**config.mk**
```make
export PLATFORM = sky130hd
export DESIGN_NAME = pipe_stage_reg
export DESIGN_NICKNAME = d
export VERILOG_FILES = /design/src/rtl/pipe_stage_reg.sv
export SDC_FILE = /design/constraint.sdc
export NUM_CORES = 1
export LEC_CHECK = 0
export CORE_MARGIN = 3
export CORE_UTILIZATION = 49
export DETAILED_ROUTE_END_ITERATION = 10
export PLACE_DENSITY = 0.83
export SLEW_MARGIN = 20
export SYNTH_ARGS = -nofsm -noshare
export SYNTH_HDL_FRONTEND = slang
export SYNTH_SLANG_ARGS = --single-unit
```
**constraint.sdc**
```tcl
create_clock -name clk -period 3.2 [get_ports clk]
set_clock_uncertainty 0.1 [all_clocks]
set_input_delay 0.8 -clock clk [delete_from_list [all_inputs] [get_ports clk]]
set_output_delay 0.8 -clock clk [all_outputs]
set_load 0.005 [all_outputs]
```
**src/rtl/pipe_stage_reg.sv**
```systemverilog
// pipe_stage_reg: reusable valid/ready pipeline stage with optional skid entry, freeze, flush and saturating counters.
module pipe_stage_reg #(
    parameter int                 DATA_W  = 32,
    parameter logic [DATA_W-1:0]  NOP_VAL = '0,
    parameter bit                 SKID    = 1'b1,
    parameter int                 CNT_W   = 16
) (
    input  logic              clk,
    input  logic              rst,
    input  logic              in_valid,
    input  logic [DATA_W-1:0] in_data,
    output logic              in_ready,
    output logic              out_valid,
    output logic [DATA_W-1:0] out_data,
    input  logic              out_ready,
    input  logic              freeze,
    input  logic              flush,
    input  logic              cnt_clr,
    output logic [CNT_W-1:0]  freeze_cnt,
    output logic [CNT_W-1:0]  flush_cnt,
    output logic [CNT_W-1:0]  drop_cnt
);
    logic              main_valid_q, main_valid_d, skid_valid_q, skid_valid_d;
    logic [DATA_W-1:0] main_data_q, main_data_d, skid_data_q, skid_data_d;
    logic [CNT_W-1:0]  freeze_cnt_q, freeze_cnt_d, flush_cnt_q, flush_cnt_d, drop_cnt_q, drop_cnt_d;
    logic              t_in, t_out;
    logic [1:0]        n_drop;

    function automatic logic [CNT_W-1:0] sat_add(input logic [CNT_W-1:0] q, input logic [1:0] inc);
        logic [CNT_W:0] s;
        s = {1'b0, q} + (CNT_W+1)'(inc);
        return s[CNT_W] ? '1 : s[CNT_W-1:0];
    endfunction

    assign out_valid  = main_valid_q & ~freeze;
    assign out_data   = main_data_q;
    assign in_ready   = (SKID ? ~skid_valid_q : (~main_valid_q | out_ready)) & ~freeze & ~flush & rst;
    assign t_out      = out_valid & out_ready;
    assign t_in       = in_valid & in_ready;
    assign freeze_cnt = freeze_cnt_q;
    assign flush_cnt  = flush_cnt_q;
    assign drop_cnt   = drop_cnt_q;

    always_comb begin
        main_valid_d = main_valid_q;
        main_data_d  = main_data_q;
        skid_valid_d = skid_valid_q;
        skid_data_d  = skid_data_q;
        n_drop       = '0;
        if (flush) begin
            main_valid_d = 1'b0;
            skid_valid_d = 1'b0;
            main_data_d  = NOP_VAL;
            n_drop       = 2'(main_valid_q & ~t_out) + 2'(skid_valid_q);
        end else if (!freeze) begin
            if (skid_valid_q) begin
                if (t_out) begin
                    main_data_d  = skid_data_q;
                    skid_valid_d = 1'b0;
                end
            end else if (t_in && (!main_valid_q || t_out)) begin
                main_data_d  = in_data;
                main_valid_d = 1'b1;
            end else if (t_in) begin
                skid_data_d  = in_data;
                skid_valid_d = SKID;
            end else if (t_out) begin
                main_valid_d = 1'b0;
            end
        end
        freeze_cnt_d = cnt_clr ? '0 : sat_add(freeze_cnt_q, {1'b0, freeze});
        flush_cnt_d  = cnt_clr ? '0 : sat_add(flush_cnt_q, {1'b0, flush});
        drop_cnt_d   = cnt_clr ? '0 : sat_add(drop_cnt_q, n_drop);
    end

    always_ff @(posedge clk or negedge rst) begin
        if (!rst) begin
            main_valid_q <= 1'b0;
            main_data_q  <= NOP_VAL;
            skid_valid_q <= 1'b0;
            skid_data_q  <= NOP_VAL;
            freeze_cnt_q <= '0;
            flush_cnt_q  <= '0;
            drop_cnt_q   <= '0;
        end else begin
            main_valid_q <= main_valid_d;
            main_data_q  <= main_data_d;
            skid_valid_q <= skid_valid_d;
            skid_data_q  <= skid_data_d;
            freeze_cnt_q <= freeze_cnt_d;
            flush_cnt_q  <= flush_cnt_d;
            drop_cnt_q   <= drop_cnt_d;
        end
    end
endmodule

```
# Word-level counts from Yosys, hierarchy flattened
# Index checks and enable logic that the tools add are counted.
dict set report word_totals {
  reg_bits 114
  in_bits 39
  word_cells 59
}
dict set report op_classes {
  bitwise 12
  addsub 4
  mux 24
  n_eq_ne 4
  reduce_logical 8
}
# cell count
set ops {}
lappend ops {{two-way mux 32 bit} 5}
lappend ops {{two-way mux 16 bit} 6}
lappend ops {{adder 16 x 1 -> 17 bit} 2}
lappend ops {{adder 16 x 2 -> 17 bit} 1}
lappend ops {{two-way mux 1 bit} 12}
lappend ops {{AND 1 bit} 6}
lappend ops {{inequality test 3 x 2 -> 1 bit, second input constant} 2}
lappend ops {{nonzero test 3 bit} 2}
lappend ops {{AND reduction 5 bit} 1}
lappend ops {{inverter 1 bit} 4}
lappend ops {{AND reduction 4 bit} 1}
lappend ops {{AND reduction 3 bit} 1}
lappend ops {{adder 2 x 1 -> 2 bit} 1}
lappend ops {{AND 1 x 2 -> 2 bit} 1}
lappend ops {{two-way mux 2 bit} 1}
lappend ops {{inequality test 2 x 1 -> 1 bit, second input constant} 1}
lappend ops {{inequality test 2 bit, second input constant} 1}
lappend ops {{inverter 1 -> 2 bit} 1}
lappend ops {{logical AND 1 bit} 1}
lappend ops {{logical NOT 1 bit} 1}
lappend ops {{logical OR 1 bit} 1}

# Longest topological paths before layout
dict set report depth {
  ltp_word 10
  ltp_mapped 11
}

# Least setup slack after synthesis
# OpenSTA, ideal clock, no wires.
dict set report synth_timing {
  path_kind {in2reg}
  start {in flush}
  end {reg drop_cnt_q[15] (netlist: drop_cnt[15])}
  cell_stages 10
  t_arrival_ns 2.984
  setup_slack_ns 0.017
  required_time_ns 3.001
  path_buffers 2
  cell_sequence {clkbuf_1 clkbuf_1 and2_1 ha_1 inv_1 fa_1 and4b_1 and4_1 nand2_1 a311oi_1}
}
dict set report synth_via {
  elab_chain_len 4
}
# item line_no
set synth_lines {}
lappend synth_lines {{start, declared} 17} ;# input logic flush,
lappend synth_lines {{two-way mux 2 bit} 50} ;# if (flush) begin
lappend synth_lines {{adder 16 x 2 -> 17 bit} 31} ;# s = {1'b0, q} + (CNT_W+1)'(inc);
lappend synth_lines {{two-way mux 16 bit} 32} ;# return s[CNT_W] ? '1 : s[CNT_W-1:0];
lappend synth_lines {{two-way mux 16 bit} 73} ;# drop_cnt_d = cnt_clr ? '0 : sat_add(drop_cnt_q, n_drop);
lappend synth_lines {{net drop_cnt_d[15]} 25} ;# logic [CNT_W-1:0] freeze_cnt_q, freeze_cnt_d, flush_cnt_q, flush_cnt_d, drop_cnt_q, drop_cnt_d;
lappend synth_lines {{end signal, assigned} 92} ;# drop_cnt_q <= drop_cnt_d;
lappend synth_lines {{end, declared} 25}
# The timed path passes the listed nets, and every way through them passes these cells.
# A chain may end at the register's enable or synchronous reset.

# Worst setup path after layout
dict set report layout_timing {
  start {in freeze}
  end {reg drop_cnt_q[13] (netlist: drop_cnt[13])}
}
dict set report layout_via {
  elab_chain_len 10
}
# item line_no
set layout_lines {}
lappend layout_lines {{start, declared} 16} ;# input logic freeze,
lappend layout_lines {{inverter 1 bit (no source line)} -}
lappend layout_lines {{AND 1 bit} 35} ;# assign out_valid = main_valid_q & ~freeze;
lappend layout_lines {{AND 1 bit} 38} ;# assign t_out = out_valid & out_ready;
lappend layout_lines {{inverter 1 -> 2 bit} 54} ;# n_drop = 2'(main_valid_q & ~t_out) + 2'(skid_valid_q);
lappend layout_lines {{AND 1 x 2 -> 2 bit} 54}
lappend layout_lines {{adder 2 x 1 -> 2 bit} 54}
lappend layout_lines {{two-way mux 2 bit} 50}
lappend layout_lines {{adder 16 x 2 -> 17 bit} 31}
lappend layout_lines {{two-way mux 16 bit} 32}
lappend layout_lines {{two-way mux 16 bit} 73}
lappend layout_lines {{net drop_cnt_d[13]} 25}
# The timed path passes the listed nets, and every way through them passes these cells.

==> key figures <==
Placement
  • Inst Count DP: 740
  • Post-DP Area: between 0.007 and 0.008 mm²
  • Detail Placement HPWL: about 9.1 mm
  • GPL Wtd Cong: around 0.85
  • PortBufs: between 100 and 150
  • Pre-CTS WS: -0.552 ns

Min path
  • Hold crit path type: primary input to asynchronous set/reset pin

Clock network
  • Clk sinks: between 100 and 150
  • Maximum clock insertion buffer count: 2
  • Clock transition at path regs: approximately 0.05 ns
  • Root Driver: clkbuf_16
  • CTS tree: built
  • CTS H-Tree Depth: 4
  • Clk_lat worst skew: roughly 0.4 ns
  • Num CTS Buffers: 17
  • Post-CTS Hold Fix Bufs: 0

Worst setup path
  • Reg2reg setup slack: 0.45 ns
  • Crit-path cells: dlymetal6s2s_1 -> nand2b_4 -> and2_4 -> ha_1 -> and2_1 -> ha_2 -> inv_1 -> fa_2 -> and4b_2 -> and4_4 -> buf_4 -> buf_4 -> nand2_1 -> a21oi_2
  • Slowest stage cell, crit path: fa_2
  • Crit path required time: between 3 and 4 ns
  • CP Class: primary input to flip-flop
  • Most common cell on crit path: buf_4
  • Crit Path Max Fanout: 4
  • Startpoint types: primary input
  • R2R depth: 12
  • Slowest stage delay, CP: roughly 0.40 ns
  • Worst setup EP type: flip-flop
  • WP data arrival: 3.21 ns

Die
  • Die width: roughly 110 µm
  • Placeable Area: about 0.011 mm²
  • Boundary Pins: approximately 120
  • FP Rows: 38
  • Initial core utilization: 0.512
  • Vert. Die Dim: between 100 and 150 µm
  • Die footprint: 0.0129 mm²

Cells and area
  • Non-filler cells, final: 777
  • Most frequent cells in the layout: clkdlybuf4s50_1, dfrtp_1, nor2_1, a21oi_1, mux2i_1
  • Total Nets Final: 671
  • Ratio of cells with drive above 1 in the final layout: 0.217
  • Fillers: roughly 800
  • Final instance area: 0.00771 mm²
  • Commonest non-fill, non-tap cell in the layout: clkdlybuf4s50_1
  • Synth-to-layout area growth: 36.5%
  • Ant diodes: 0

Route
  • DRT antenna net count: 0
  • Drt pass-1 iters: 5
  • Drt first-iter violations: 215
  • Routed WL: 13.7 mm
  • Via count: 4335
  • Drt wl/cell: around 18 µm
  • DR vias/cell: about 5.6
  • DRC: 0

Timing
  • Unrepaired setup endpoints after global routing: no
  • Final setup viols: 0
  • Fin Setup TNS: 0 ns
  • Final hold violation count: 0
  • Fmax: ~330 MHz
  • Min Clock Period, post-route: ~3 ns
  • Final Max Tran Viols: 0
  • Max_slew headroom: 0.474
  • Final period util: 0.936
  • Worst Max-Slew Pin Slew: about 0.8 ns
  • Setup ws final: approximately 0.20 ns

Global route
  • Global Route met2 Usage: 0.365
  • Routing usage on met3: 0.0706
  • Global-route usage over all layers: 0.221
  • Vias in the first global route: 4419
  • Global route overflow: 0
  • Busiest layer in global routing: met2
  • Met1 usage: 0.281
  • Global-route wire length before repair: around 23 mm
  • Initial antenna violation count: 0
  • Largest net degree at the start of global routing: 63

Power and ir drop
  • Comb pwr share: 0.103
  • Psw: between 800 and 900 µW
  • Total power: around 3800 µW
  • Seq pwr share: 0.421
  • PwrDens: 486 mW/mm²
  • Sw Share: 0.217
  • Int Power: just under 3000 µW
  • Clock share of power: 0.476
  • Max VDD drop: 0.476 mV
  • Static Leak: about 0.0033 µW

Yosys
  • Synthesized net count: ~530
  • Synth area leaders: dfrtp_1, mux2_4, mux2_2, mux2i_1, xnor2_1
  • Mapped Area: 0.00565 mm²
  • Syn Area/Cell: 11.7 µm²
  • Synth cell types: 47
  • Syn Inst Count: about 480
  • Ys Warns: 0
  • Seq/Total Area, Yosys: 0.505
  • Top cell type's share of synthesized area: 0.505
  • Synth area leader: dfrtp_1
  • FF+latch count, synth: about 110

Job
  • Number of max-cap violations: 0

Run status
  • Status: finished clean
-- sequential cells by signal, indices dropped and copies added (netlist names) --
signal        flops
drop_cnt         16
main_valid_q      1
out_data         32
flush_cnt        16
skid_valid_q      1
skid_data_q      32
freeze_cnt       16
-- cell type report --
cell class                      instances  area [µm²]  share of cell area
Clock buffer                           29         561              0.0727
Clock inverter                          3        15.0             0.00195
Inverter                               13        48.8             0.00633
Multi-Input combinational cell        333        2640               0.342
Sequential cell                       114        2850               0.370
Tap cell                              140         175              0.0227
Timing Repair Buffer                  145        1420               0.185
-- per-layer routing --
layer / share of wire / up-vias
met5: 0 / -
met4: 0.0068 / 0
met3: 0.054 / 11
met2: 0.51 / 132
met1: 0.43 / 2179
li1: - / 2013
-- metrics by stage --
stage,hold slack [ns],utilization
floorplan,0.379,-
global placement,0.377,0.641
detailed placement,0.389,0.641
CTS,0.0761,0.694
global route,0.0676,0.699
finish,0.0943,0.699
-- what timing repair did --
item,4_1_cts,5_1_grt
gates resized for setup,4,7
buffers inserted,1,4
pin swaps,0,2
setup endpoints to repair,9,17
gates cloned,0,0
-- cell usage after synthesis, drive strengths merged --
cell / count
nor4: 10
and4b: 2
inv: 13
ha: 7
mux2i: 34
or2: 2
o21ai: 3
nor2b: 3
and2: 4
nand2b: 2
nand3: 13
fa: 1
mux2: 64
a21boi: 1
nor2: 48
and3: 2
a311oi: 3
nor4b: 2
and2b: 1
and4: 5
nor3: 12
dfrtp: 114
xor2: 2
nand3b: 1
nand4: 10
xnor2: 25
buf: 13
o21ba: 1
nor3b: 1
or4b: 1
a31o: 2
clkbuf: 11
a211oi: 4
nand2: 17
a31oi: 6
a41oi: 1
a21oi: 41
o21bai: 1
o21a: 1
-- worst max-delay path, delay by kind of cell --
family / cells / cell delay [ns]
AND/OR/NAND/NOR: 6 / 1.06
adder cells (fa/ha/maj): 3 / 0.83
buffers and inverters: 4 / 0.40
AO/OA/AOI/OAI: 1 / 0.12
-- kinds of logic (layout without fill, tap and decap cells) --
group           Yosys count  after routing  synth area share
fa+ha+maj                 8              8            0.0190
compound gates           64             64            0.0660
simple gates            136            136             0.124
flops                   114            114             0.505
mux                      98             98             0.208
buf+inv                  37            190            0.0361
xor+xnor                 27             27            0.0419
-- power groups by stage --
stage               Combinational, µW  Sequential [µW]  Clock, µW
finish                            386             1580       1790
global route                      420             1590       1900
CTS                               392             1580       1820
detailed placement                387             1600          0
global placement                  375             1590          0
floorplan                         165             1590          0
-- worst paths after layout --
| path | start | endpoint |
|---|---|---|
| setup reg to reg | main_valid_q | drop_cnt[13] |
| max in group asynchronous | rst | out_data[25] |
| hold reg to reg | out_data[9] | out_data[9] |
| min in group clk | out_data[9] | out_data[9] |
| hold / removal | rst | main_valid_q |
| setup / recovery | freeze | drop_cnt[13] |
Note: power is estimated with default switching activity, not from simulation.
